File: config.mk
export PLATFORM = sky130hd
export DESIGN_NAME = instr_fetch
export DESIGN_NICKNAME = d
export VERILOG_FILES = /design/src/rtl/core_pkg.sv /design/src/rtl/fetch_fifo.sv /design/src/rtl/instr_fetch.sv
export SDC_FILE = /design/constraint.sdc
export NUM_CORES = 1
export LEC_CHECK = 0
export CORE_MARGIN = 1.5
export CORE_UTILIZATION = 52
export CTS_CLUSTER_DIAMETER = 80
export DETAILED_ROUTE_END_ITERATION = 7
export PLACE_DENSITY = 0.86
export SYNTH_ARGS = -nofsm -noshare
export SYNTH_HDL_FRONTEND = slang
export SYNTH_HIERARCHICAL = 1
export SYNTH_SLANG_ARGS = --single-unit
File: constraint.sdc
create_clock -name Clk_Core_i -period 2.9 [get_ports Clk_Core_i]
set_clock_uncertainty 0.1 [all_clocks]
set_input_delay 0.58 -clock Clk_Core_i [delete_from_list [all_inputs] [get_ports Clk_Core_i]]
set_output_delay 0.58 -clock Clk_Core_i [all_outputs]
set_load 0.1 [all_outputs]
File: src/rtl/core_pkg.sv
// Shared core definitions: data width, the NOP encoding, the fetch FSM
// states and the layout of one buffered fetch entry.
package core_pkg;

  localparam int XLEN = 32;
  localparam logic [XLEN-1:0] NOP_INSTR = 32'h0000_0013;

  typedef enum logic [1:0] {
    S_IDLE = 2'd0,
    S_WAIT = 2'd1,
    S_DROP = 2'd2
  } fetch_state_e;

  typedef struct packed {
    logic [XLEN-1:0] pc;
    logic [XLEN-1:0] data;
    logic            misalign;
  } fetch_entry_t;

endpackage

File: src/rtl/fetch_fifo.sv
// Circular buffer of fetched instructions. A flush empties it and takes
// priority over a push or pop in the same cycle.
module fetch_fifo
  import core_pkg::*;
#(
  parameter int DEPTH = 2
) (
  input  logic                   clk_i,
  input  logic                   rst_n_i,
  input  logic                   flush_i,
  input  logic                   push_i,
  input  fetch_entry_t           push_data_i,
  input  logic                   pop_i,
  output fetch_entry_t           pop_data_o,
  output logic                   full_o,
  output logic                   empty_o,
  output logic [$clog2(DEPTH):0] count_o
);

  localparam int PW = $clog2(DEPTH);
  localparam int CW = PW + 1;

  fetch_entry_t    mem_q [DEPTH];
  logic [PW-1:0]   wr_ptr_q;
  logic [PW-1:0]   rd_ptr_q;
  logic [CW-1:0]   count_q;
  logic            push_en;
  logic            pop_en;

  assign full_o     = (count_q == CW'(DEPTH));
  assign empty_o    = (count_q == '0);
  assign count_o    = count_q;
  assign pop_data_o = mem_q[rd_ptr_q];
  assign push_en    = push_i & ~full_o;
  assign pop_en     = pop_i & ~empty_o;

  // Pointers wrap naturally because DEPTH is a power of two.
  always_ff @(posedge clk_i or negedge rst_n_i) begin
    if (!rst_n_i) begin
      wr_ptr_q <= '0;
      rd_ptr_q <= '0;
      count_q  <= '0;
      for (int i = 0; i < DEPTH; i++) mem_q[i] <= '0;
    end else if (flush_i) begin
      wr_ptr_q <= '0;
      rd_ptr_q <= '0;
      count_q  <= '0;
    end else begin
      if (push_en) begin
        mem_q[wr_ptr_q] <= push_data_i;
        wr_ptr_q        <= wr_ptr_q + PW'(1);
      end
      if (pop_en) rd_ptr_q <= rd_ptr_q + PW'(1);
      if (push_en && !pop_en)      count_q <= count_q + CW'(1);
      else if (pop_en && !push_en) count_q <= count_q - CW'(1);
    end
  end

endmodule

File: src/rtl/instr_fetch.sv
// Instruction fetch front end: one outstanding memory request, responses
// buffered for decode. Define INSTR_FETCH_MISALIGN_CHECK_EN to turn
// misaligned PCs into marker entries instead of memory requests.
module instr_fetch
  import core_pkg::*;
#(
  parameter int FIFO_DEPTH = 2
) (
  input  logic            Clk_Core_i,
  input  logic            Rst_Core_N_i,
  input  logic [XLEN-1:0] Program_Count_i,
  input  logic            Redirect_i,
  output logic            Fetch_Advance_o,
  output logic            Imem_Req_Valid_o,
  input  logic            Imem_Req_Ready_i,
  output logic [XLEN-1:0] Imem_Req_Addr_o,
  input  logic            Imem_Rsp_Valid_i,
  input  logic [XLEN-1:0] Imem_Rsp_Data_i,
  output logic            Instr_Valid_o,
  input  logic            Instr_Ready_i,
  output logic [XLEN-1:0] Instr_Data_o,
  output logic [XLEN-1:0] Instr_PC_o,
  output logic            Instr_Misalign_o
);

  localparam int CW = $clog2(FIFO_DEPTH) + 1;

  fetch_state_e    state_q, state_d;
  logic [XLEN-1:0] req_pc_q, req_pc_d;
  logic            space_ok;
  logic            req_valid;
  logic            advance;
  logic            push;
  fetch_entry_t    push_entry;
  fetch_entry_t    head_entry;
  logic            fifo_full;
  logic            fifo_empty;
  logic [CW-1:0]   fifo_count;

  // Nothing may be requested while reset holds the block.
  assign space_ok = Rst_Core_N_i & ~Redirect_i & (fifo_count < CW'(FIFO_DEPTH));

  always_comb begin
    state_d    = state_q;
    req_pc_d   = req_pc_q;
    req_valid  = 1'b0;
    advance    = 1'b0;
    push       = 1'b0;
    push_entry = '0;
    case (state_q)
      S_IDLE: begin
`ifdef INSTR_FETCH_MISALIGN_CHECK_EN
        if (Program_Count_i[1:0] != 2'b00) begin
          if (space_ok) begin
            push       = 1'b1;
            push_entry = '{pc: Program_Count_i, data: NOP_INSTR, misalign: 1'b1};
            advance    = 1'b1;
          end
        end else begin
          req_valid = space_ok;
          if (req_valid && Imem_Req_Ready_i) begin
            advance  = 1'b1;
            req_pc_d = Program_Count_i;
            state_d  = S_WAIT;
          end
        end
`else
        req_valid = space_ok;
        if (req_valid && Imem_Req_Ready_i) begin
          advance  = 1'b1;
          req_pc_d = Program_Count_i;
          state_d  = S_WAIT;
        end
`endif
      end
      S_WAIT: begin
        if (Imem_Rsp_Valid_i) begin
          state_d = S_IDLE;
          if (!Redirect_i && !fifo_full) begin
            push       = 1'b1;
            push_entry = '{pc: req_pc_q, data: Imem_Rsp_Data_i, misalign: 1'b0};
          end
        end else if (Redirect_i) begin
          state_d = S_DROP;
        end
      end
      S_DROP: begin
        if (Imem_Rsp_Valid_i) state_d = S_IDLE;
      end
      default: state_d = S_IDLE;
    endcase
  end

  always_ff @(posedge Clk_Core_i or negedge Rst_Core_N_i) begin
    if (!Rst_Core_N_i) begin
      state_q  <= S_IDLE;
      req_pc_q <= '0;
    end else begin
      state_q  <= state_d;
      req_pc_q <= req_pc_d;
    end
  end

  fetch_fifo #(.DEPTH(FIFO_DEPTH)) u_fifo (
    .clk_i       (Clk_Core_i),
    .rst_n_i     (Rst_Core_N_i),
    .flush_i     (Redirect_i),
    .push_i      (push),
    .push_data_i (push_entry),
    .pop_i       (Instr_Ready_i),
    .pop_data_o  (head_entry),
    .full_o      (fifo_full),
    .empty_o     (fifo_empty),
    .count_o     (fifo_count)
  );

  assign Fetch_Advance_o  = advance;
  assign Imem_Req_Valid_o = req_valid;
  assign Imem_Req_Addr_o  = Program_Count_i;
  assign Instr_Valid_o    = ~fifo_empty;
  assign Instr_Data_o     = head_entry.data;
  assign Instr_PC_o       = head_entry.pc;
  // Only marker pushes ever set this bit, so without the check it is constant 0.
  assign Instr_Misalign_o = head_entry.misalign;

endmodule

==> results of run 1 <==
[stage by stage]
| step | util, % | setup slack [ps] | area, um2 | instances | TNS [ps] |
|---|---|---|---|---|---|
| global route | 74.7 | 159 | 11400 | 921 | 0 |
| floorplan | - | 21.6 | 8150 | 557 | 0 |
| CTS | 74.7 | 208 | 11400 | 921 | 0 |
| finish | 74.7 | 235 | 11400 | 921 | 0 |
| detailed placement | 70.9 | -22.9 | 10800 | 889 | -337 |
| global placement | 70.9 | 99.4 | 10800 | 889 | 0 |
[cell families after synthesis]
| logic type | after synthesis | synth area share (%) |
|---|---|---|
| multiplexers | 227 | 35.0 |
| flip-flops | 168 | 51.6 |
| AND/OR/NAND/NOR | 84 | 6.67 |
| buffers and inverters | 66 | 5.92 |
| AO/OA/AOI/OAI | 9 | 0.599 |
| XOR/XNOR | 1 | 0.108 |
| other | 1 | 0.0461 |
[layout make-up]
type	instances	area share [%]
flip-flops and latches	168	36.9
well taps	211	2.32
clock inverters	12	1.11
inverters	3	0.121
clock buffers	20	4.01
multi-input cells	323	30.5
repair buffers	184	25.1
[worst paths after layout]
| check | from | end | slack, ps | cells after the start |
|---|---|---|---|---|
| worst max-delay path | u_fifo/rd_ptr_q | Instr_PC_o[7] | 240 | 3 |
| worst min-delay path | Rst_Core_N_i | u_fifo/mem_q[78] | 230 | 2 |
| worst max register to register | u_fifo/count_o[1] | u_fifo/mem_q[127] | 400 | 6 |
| worst min register to register | u_fifo/mem_q[9] | u_fifo/mem_q[9] | 400 | 1 |
| max in group asynchronous | Rst_Core_N_i | u_fifo/rd_ptr_q | 1820 | 2 |
| min in group Clk_Core_i | u_fifo/mem_q[9] | u_fifo/mem_q[9] | 400 | 1 |
[metal layers]
layer	track usage, %	part of all wire [%]	wire, um
met5	0	0	0
met1	27.6	42	7250
met2	37.3	51	8740
met3	6.05	5.2	895
met4	7.67	1.4	235
[flip-flops by register name (all words and copies together) (netlist names)]
name	cells
req_pc_q	32
state_q	2
u_fifo/count_o	2
u_fifo/mem_q	130
u_fifo/rd_ptr_q	1
u_fifo/wr_ptr_q	1
[power by group]
part	switching, mW	total, mW	internal [mW]	leakage [nW]
Sequential	0.0764	2.55	2.47	2.27
Clock	0.905	2.21	1.31	0.274
Combinational	0.502	0.932	0.430	2.95
Total	1.48	5.69	4.21	5.49
[cells in the final DEF (no fill, tap or decap), types with 2 or more instances in the layout]
| cell type | count |
|---|---|
| o21ai_0 | 4 |
| clkinv_2 | 4 |
| and2_1 | 64 |
| buf_12 | 104 |
| inv_1 | 2 |
| nor2b_1 | 2 |
| clkbuf_8 | 2 |
| buf_4 | 11 |
| a21oi_1 | 3 |
| nor2_1 | 4 |
| clkinvlp_4 | 5 |
| dfrtp_1 | 167 |
| mux2_2 | 148 |
| clkdlybuf4s50_1 | 68 |
| mux2_4 | 79 |
| bufinv_16 | 2 |
| conb_1 | 2 |
| nand3b_1 | 2 |
| clkbuf_16 | 17 |
| nand2_1 | 2 |
==> impl_metrics.env, run 1 <==
export IMPL_status="finished, final reports clean"
export IMPL_synthArstFlopShare_pct=100
export IMPL_wl_per_cell_um=18.6
export IMPL_first_global_vias=5419
export IMPL_critPathTopFamily="flip-flops"
export IMPL_firstDrtPassIters=4
export IMPL_power_density_nw_per_um2=500
export IMPL_clockBufferDepth=2
export IMPL_place_port_buffers=169
export IMPL_holdWs_ps=226
export IMPL_ys_top_cells_by_count="168 x dfrtp_1, 148 x mux2_2, 79 x mux2_4, 64 x and2_1, 32 x buf_4"
export IMPL_tightest_slew_ps=870
export IMPL_grt_pass1_wl_um=28000
export IMPL_clk_pin_slew_worst_paths_ps=70
export IMPL_multi_input_area_um2=3470
export IMPL_viasPerCell=5.13
export IMPL_post_cts_resized=0
export IMPL_cp_max_fo=16
export IMPL_grt_total_usage_pct=22.2
export IMPL_setup_violations=0
export IMPL_place_gp_congestion=0.751
export IMPL_critPathBufInv=2
export IMPL_max_freq_mhz=375
export IMPL_rsz0062_at_grt="no"
export IMPL_ir_drop_mv=0.418
export IMPL_routed_wl_um=17100
export IMPL_seq_area_um2=4210
export IMPL_maxCapViolCount=0
export IMPL_num_antenna_cells=0
export IMPL_area_growth_pct=39.9
export IMPL_dp_hpwl_um=11500
export IMPL_end_kind="output port"
export IMPL_synthTopCellsByArea="dfrtp_1 52%, mux2_2 20%, mux2_4 15%, and2_1 4.9%, buf_4 3.0%"
export IMPL_start_kind="register"
export IMPL_arrival_ps=1980
export IMPL_synth_edff_count=0
export IMPL_synth_most_common_cell="dfrtp_1"
export IMPL_drtIter0Drc=263
export IMPL_rows=45
export IMPL_hold_buffers=0
export IMPL_syn_area_um2=8140
export IMPL_relSlewSlack_pct=42.0
export IMPL_antenna_left=0
export IMPL_synth_seq_area_share_pct=51.6
export IMPL_cts_root_buffer_cell="clkbuf_16"
export IMPL_cp_slowest_cell="dfrtp_2"
export IMPL_cpPeakStageDelay_ps=640
export IMPL_drive_gt1_share_pct=53.9
export IMPL_post_cts_buffers=0
export IMPL_grt_start_max_net_pins=169
export IMPL_path_cells="buf_4 -> mux2_2 -> buf_12"
export IMPL_h_tree_depth=4
export IMPL_cp_required_ps=2220
export IMPL_leakagePower_nw=5.49
export IMPL_synth_area_leader_cell="dfrtp_1"
export IMPL_ys_flop_type="dfrtp_1"
export IMPL_fin_crit_sh_pct=91.9
export IMPL_netlist_instances=556
export IMPL_drc=0
export IMPL_cts_tree="yes"
export IMPL_nFillCells=898
export IMPL_cts_made_buffers=17
export IMPL_critPathKind="reg2out"
export IMPL_yosysTopAreaCellShare_pct=51.6
export IMPL_layout_min_cycle_time_ps=2660
export IMPL_die_area_um2=16400
export IMPL_yosys_warnings=6
export IMPL_hold_viol=0
export IMPL_start_util_pct=53.4
export IMPL_io_pin_count=170
export IMPL_slew_viol_final=0
export IMPL_clock_sinks=168
export IMPL_ys_seq_elements=168
export IMPL_die_w_um=128
export IMPL_core_um2=15300
export IMPL_nNetsFinal=767
export IMPL_die_h_um=128
export IMPL_grt_overflow=0
export IMPL_netlist_cell_type_count=32
export IMPL_postSynthAreaPerCell_um2=14.6
export IMPL_min_path_type="in2async"
export IMPL_clk_insertion_delay_late_ps=420
export IMPL_vias=4726
export IMPL_power_total_mw=5.69
export IMPL_antenna_found_initial=0
Power figures use the tool's default switching activity.
==> inputs of run 2 (changes only) <==
- CORE_UTILIZATION: 52 -> 35
- CTS_BUF_LIST: unset -> sky130_fd_sc_hd__clkbuf_16
- PLACE_DENSITY: 0.86 -> 0.63
==> impl_metrics.env, run 2 (same netlist as run 1, synthesis figures left out) <==
export IMPL_cp_required_ps=2220
export IMPL_setup_violations=0
export IMPL_drtIter0Drc=182
export IMPL_die_h_um=156
export IMPL_max_freq_mhz=385
export IMPL_tightest_slew_ps=889
export IMPL_cts_root_buffer_cell="clkbuf_16"
export IMPL_fin_setup_tns_ps=0
export IMPL_die_w_um=156
export IMPL_hold_buffers=0
export IMPL_antenna_left=0
export IMPL_r2r_slack_ps=480
export IMPL_seq_area_um2=4210
export IMPL_routed_wl_um=17300
export IMPL_ir_drop_mv=0.290
export IMPL_dp_hpwl_um=11400
export IMPL_cts_made_buffers=17
export IMPL_firstDrtPassIters=4
export IMPL_arrival_ps=1920
export IMPL_drc=0
export IMPL_layout_min_cycle_time_ps=2600
export IMPL_num_antenna_cells=0
export IMPL_clockBufferDepth=2
export IMPL_area_growth_pct=37.3
export IMPL_cp_max_fo=8
export IMPL_end_kind="output port"
export IMPL_die_area_um2=24200
export IMPL_power_total_mw=5.58
export IMPL_nNetsFinal=764
export IMPL_status="finished, final reports clean"
export IMPL_nFillCells=1951
export IMPL_fin_util_pct=49.2
export IMPL_clock_sinks=168
export IMPL_start_kind="input port"
export IMPL_drive_gt1_share_pct=53.7
export IMPL_placed_cells=960
export IMPL_fin_cells=991
export IMPL_grt_overflow=0
export IMPL_io_pin_count=170
export IMPL_clk_pin_slew_worst_paths_ps=70
export IMPL_hold_viol=0
export IMPL_clk_insertion_delay_late_ps=420
export IMPL_core_um2=22700
export IMPL_place_port_buffers=169
export IMPL_post_cts_resized=0
export IMPL_vias=4677
export IMPL_first_global_vias=5372
export IMPL_layout_common_cells="167 x dfrtp_1, 148 x mux2_2, 84 x buf_12"
export IMPL_power_density_nw_per_um2=499
export IMPL_viasPerCell=4.72
export IMPL_wl_per_cell_um=17.4
export IMPL_leakagePower_nw=5.42
export IMPL_critPathKind="in2out"
export IMPL_cts_tree="yes"
export IMPL_fin_crit_sh_pct=89.6
export IMPL_final_common_cell="dfrtp_1"
export IMPL_h_tree_depth=4
export IMPL_slew_viol_final=0
export IMPL_min_path_type="in2async"
export IMPL_top_register="u_fifo/mem_q"
export IMPL_largest_reg_flops=130
export IMPL_start_util_pct=35.9
export IMPL_grt_pass1_wl_um=28400
export IMPL_relSlewSlack_pct=40.7
export IMPL_reg_top3="u_fifo/mem_q (130), req_pc_q (32)"
export IMPL_maxCapViolCount=0
export IMPL_rows=55
export IMPL_multi_input_area_um2=3470
export IMPL_post_cts_buffers=0
export IMPL_grt_start_max_net_pins=169
export IMPL_rsz0062_at_grt="no"
export IMPL_grt_total_usage_pct=15.0
export IMPL_place_gp_congestion=0.758
export IMPL_antenna_found_initial=0
-- run 2: changes by cell type in the layout (fill, tap and decap cells not counted) --
cell / change
buf_12: -20
buf_4: +17
bufinv_16: -1
clkbuf_1: -1
clkbuf_8: -2
clkinv_2: -1
clkinv_4: +1
clkinvlp_4: -2
inv_1: +1
inv_6: +4
-- run 2: stage by stage --
step	hold slack, ps	worst slack, ps	instance area (um2)
after floorplan	184	21.6	8150
after detailed placement	387	89.1	10600
after global placement	383	115	10600
after CTS	292	291	11200
final	242	300	11200
after global routing	304	197	11200
-- run 2: final cells by class --
class / instances / share of cell area [%]
Clock buffer: 17 / 3.80
Multi-Input combinational cell: 323 / 31.1
Sequential cell: 168 / 37.6
Timing Repair Buffer: 181 / 23.1
Tap cell: 285 / 3.19
Inverter: 3 / 0.123
Clock inverter: 14 / 1.11
-- run 2: final timing paths --
check                                   end               from  cells past startpoint
setup / recovery           Imem_Req_Valid_o         Redirect_i                      5
hold / removal                 req_pc_q[17]       Rst_Core_N_i                      2
setup reg to reg           u_fifo/mem_q[62]  u_fifo/count_o[1]                      6
hold reg to reg            u_fifo/mem_q[90]   u_fifo/mem_q[90]                      1
max in group asynchronous  u_fifo/mem_q[83]       Rst_Core_N_i                      2
min in group Clk_Core_i    u_fifo/mem_q[90]   u_fifo/mem_q[90]                      1
-- run 2: layer usage --
| metal | track usage (%) | vias to the layer above | part of all wire [%] |
|---|---|---|---|
| li1 | - | 2169 | - |
| met1 | 20.1 | 2389 | 46 |
| met4 | 3.40 | 0 | 0.77 |
| met2 | 24.3 | 107 | 49 |
| met5 | 0 | - | 0 |
| met3 | 4.25 | 12 | 4.3 |
-- run 2: worst max-delay path, cell delays in order --
cell and delay, ps:
clkdlybuf4s50_1 420, buf_4 180, nor4b_4 240, nor2b_1 290, buf_12 210
-- run 2: power breakdown --
group          switching [mW]  internal, mW  leakage (nW)
Sequential             0.0693          2.47          2.27
Clock                   0.941          1.18         0.267
Combinational           0.498         0.418          2.88
Total                    1.51          4.07          5.42
==> inputs of run 3 (changes only) <==
- CAP_MARGIN: unset -> 0
- DONT_BUFFER_PORTS: unset -> 1
- PLACE_DENSITY: 0.63 -> 0.54
- REMOVE_ABC_BUFFERS: unset -> 1
==> impl_metrics.env, run 3 (same netlist as run 1, synthesis figures left out) <==
export IMPL_die_area_um2=24200
export IMPL_violations="hold timing"
export IMPL_firstDrtPassIters=4
export IMPL_post_cts_resized=0
export IMPL_maxCapViolCount=0
export IMPL_h_tree_depth=4
export IMPL_fin_crit_sh_pct=88.6
export IMPL_clk_insertion_delay_late_ps=420
export IMPL_reg_top3="u_fifo/mem_q (130), req_pc_q (32)"
export IMPL_drc=0
export IMPL_antenna_left=0
export IMPL_r2r_slack_ps=330
export IMPL_die_w_um=156
export IMPL_cts_made_buffers=17
export IMPL_cp_required_ps=3100
export IMPL_drtIter0Drc=166
export IMPL_drive_gt1_share_pct=51.8
export IMPL_io_pin_count=170
export IMPL_tightest_slew_ps=830
export IMPL_grt_total_usage_pct=13.6
export IMPL_final_setup_worst_slack_ps=329
export IMPL_core_um2=22700
export IMPL_first_global_vias=4552
export IMPL_layout_common_cells="167 x dfrtp_1, 148 x mux2_2, 79 x mux2_4"
export IMPL_r2r_start="u_fifo/count_o[1]"
export IMPL_cp_max_fo=35
export IMPL_area_growth_pct=7.38
export IMPL_fin_setup_tns_ps=0
export IMPL_vias=4041
export IMPL_slew_viol_final=0
export IMPL_place_ws_ps=340
export IMPL_antenna_found_initial=0
export IMPL_viasPerCell=4.94
export IMPL_r2r_cells=6
export IMPL_largest_reg_flops=130
export IMPL_start_util_pct=35.9
export IMPL_grt_start_max_net_pins=170
export IMPL_arrival_ps=2770
export IMPL_status="complete, but fails checks"
export IMPL_clk_pin_slew_worst_paths_ps=70
export IMPL_max_freq_mhz=389
export IMPL_final_common_cell="dfrtp_1"
export IMPL_cts_root_buffer_cell="clkbuf_16"
export IMPL_wl_per_cell_um=19.0
export IMPL_setup_violations=0
export IMPL_place_port_buffers=0
export IMPL_grt_pass1_wl_um=25400
export IMPL_seq_area_um2=4210
export IMPL_cp_slowest_cell="or4b_4"
export IMPL_multi_input_area_um2=3470
export IMPL_die_h_um=156
export IMPL_holdWs_ps=-251
export IMPL_routed_wl_um=15500
export IMPL_min_path_type="in2async"
export IMPL_rsz0062_at_grt="no"
export IMPL_clock_sinks=168
export IMPL_fin_area_um2=8740
export IMPL_relSlewSlack_pct=44.6
export IMPL_end_kind="register"
export IMPL_nNetsFinal=590
export IMPL_top_register="u_fifo/mem_q"
export IMPL_place_area_um2=8140
export IMPL_clockBufferDepth=2
export IMPL_power_density_nw_per_um2=602
export IMPL_post_cts_buffers=0
export IMPL_fin_util_pct=38.5
export IMPL_layout_min_cycle_time_ps=2570
export IMPL_dp_hpwl_um=9040
export IMPL_leakagePower_nw=4.34
export IMPL_place_gp_congestion=0.688
export IMPL_hold_viol=168
export IMPL_cts_tree="yes"
export IMPL_cpPeakStageDelay_ps=520
export IMPL_path_cells="nor2b_2 -> and4b_2 -> inv_1 -> or4b_4 -> buf_4 -> mux2_4"
export IMPL_ir_drop_mv=0.260
export IMPL_nFillCells=2111
export IMPL_num_antenna_cells=0
export IMPL_start_kind="register"
export IMPL_rows=55
export IMPL_reg2reg_to="u_fifo/mem_q[31]"
export IMPL_critPathKind="reg2reg"
export IMPL_grt_overflow=0
==> run 3: changes by cell type in the layout (fill, tap and decap cells not counted), sizes merged <==
cell	delta
inv	+4
clkdlybuf4s50	-68
clkinvlp	-3
buf	-106
==> run 3: metrics by stage <==
| step | std cells | hold slack (ps) | power (mW) |
|---|---|---|---|
| 2_1_floorplan | 494 | 184 | 2.93 |
| 3_3_place_gp | 786 | 188 | 2.98 |
| 3_5_place_dp | 786 | 189 | 3.00 |
| 4_1_cts | 818 | -283 | 5.38 |
| 5_1_grt | 818 | -293 | 5.50 |
| 6_report | 818 | -251 | 5.27 |
==> run 3: worst max-delay path: cells and delay by family, from the launching register on <==
kind	cells	cell delay (ps)
mux	1	380
simple gates	3	1050
buf+inv	2	410
flops	1	460
==> run 3: metal layers <==
layer  vias to the layer above  share of wire, %  GRT usage (%)
met5                         -                 0              0
li1                       1824                 -              -
met1                      2107                45           17.0
met4                         0               1.4           5.22
met3                        14               5.8           4.42
met2                        96                48           21.9
==> run 3: how the worst max path moves through the flow <==
| stage | to | start | cells past startpoint | slack (ps) |
|---|---|---|---|---|
| finish | u_fifo/mem_q[31] | u_fifo/count_o[1] | 6 | 330 |
| detailed placement | u_fifo/mem_q[27] | u_fifo/count_o[1] | 6 | 340 |
| global placement | u_fifo/mem_q[30] | u_fifo/count_o[1] | 6 | 420 |
| floorplan | u_fifo/mem_q[100] | Redirect_i | 5 | -6170 |
| CTS | u_fifo/mem_q[27] | u_fifo/count_o[1] | 6 | 330 |
| global route | u_fifo/mem_q[13] | u_fifo/count_o[1] | 6 | 230 |
==> run 3: final cells by class <==
| type | count | share of cell area, % |
|---|---|---|
| Clock buffer | 17 | 4.87 |
| Clock inverter | 15 | 2.03 |
| Inverter | 3 | 0.157 |
| Multi-Input combinational cell | 323 | 39.7 |
| Sequential cell | 168 | 48.1 |
| Tap cell | 285 | 4.08 |
| Timing Repair Buffer | 7 | 1.03 |
==> run 3: where the power goes <==
| part | internal (mW) | switching [mW] | leakage (nW) |
|---|---|---|---|
| combinational | 0.190 | 0.221 | 1.76 |
| sequential | 2.47 | 0.0677 | 2.27 |
| clock | 1.24 | 1.08 | 0.297 |
| total | 3.90 | 1.37 | 4.34 |
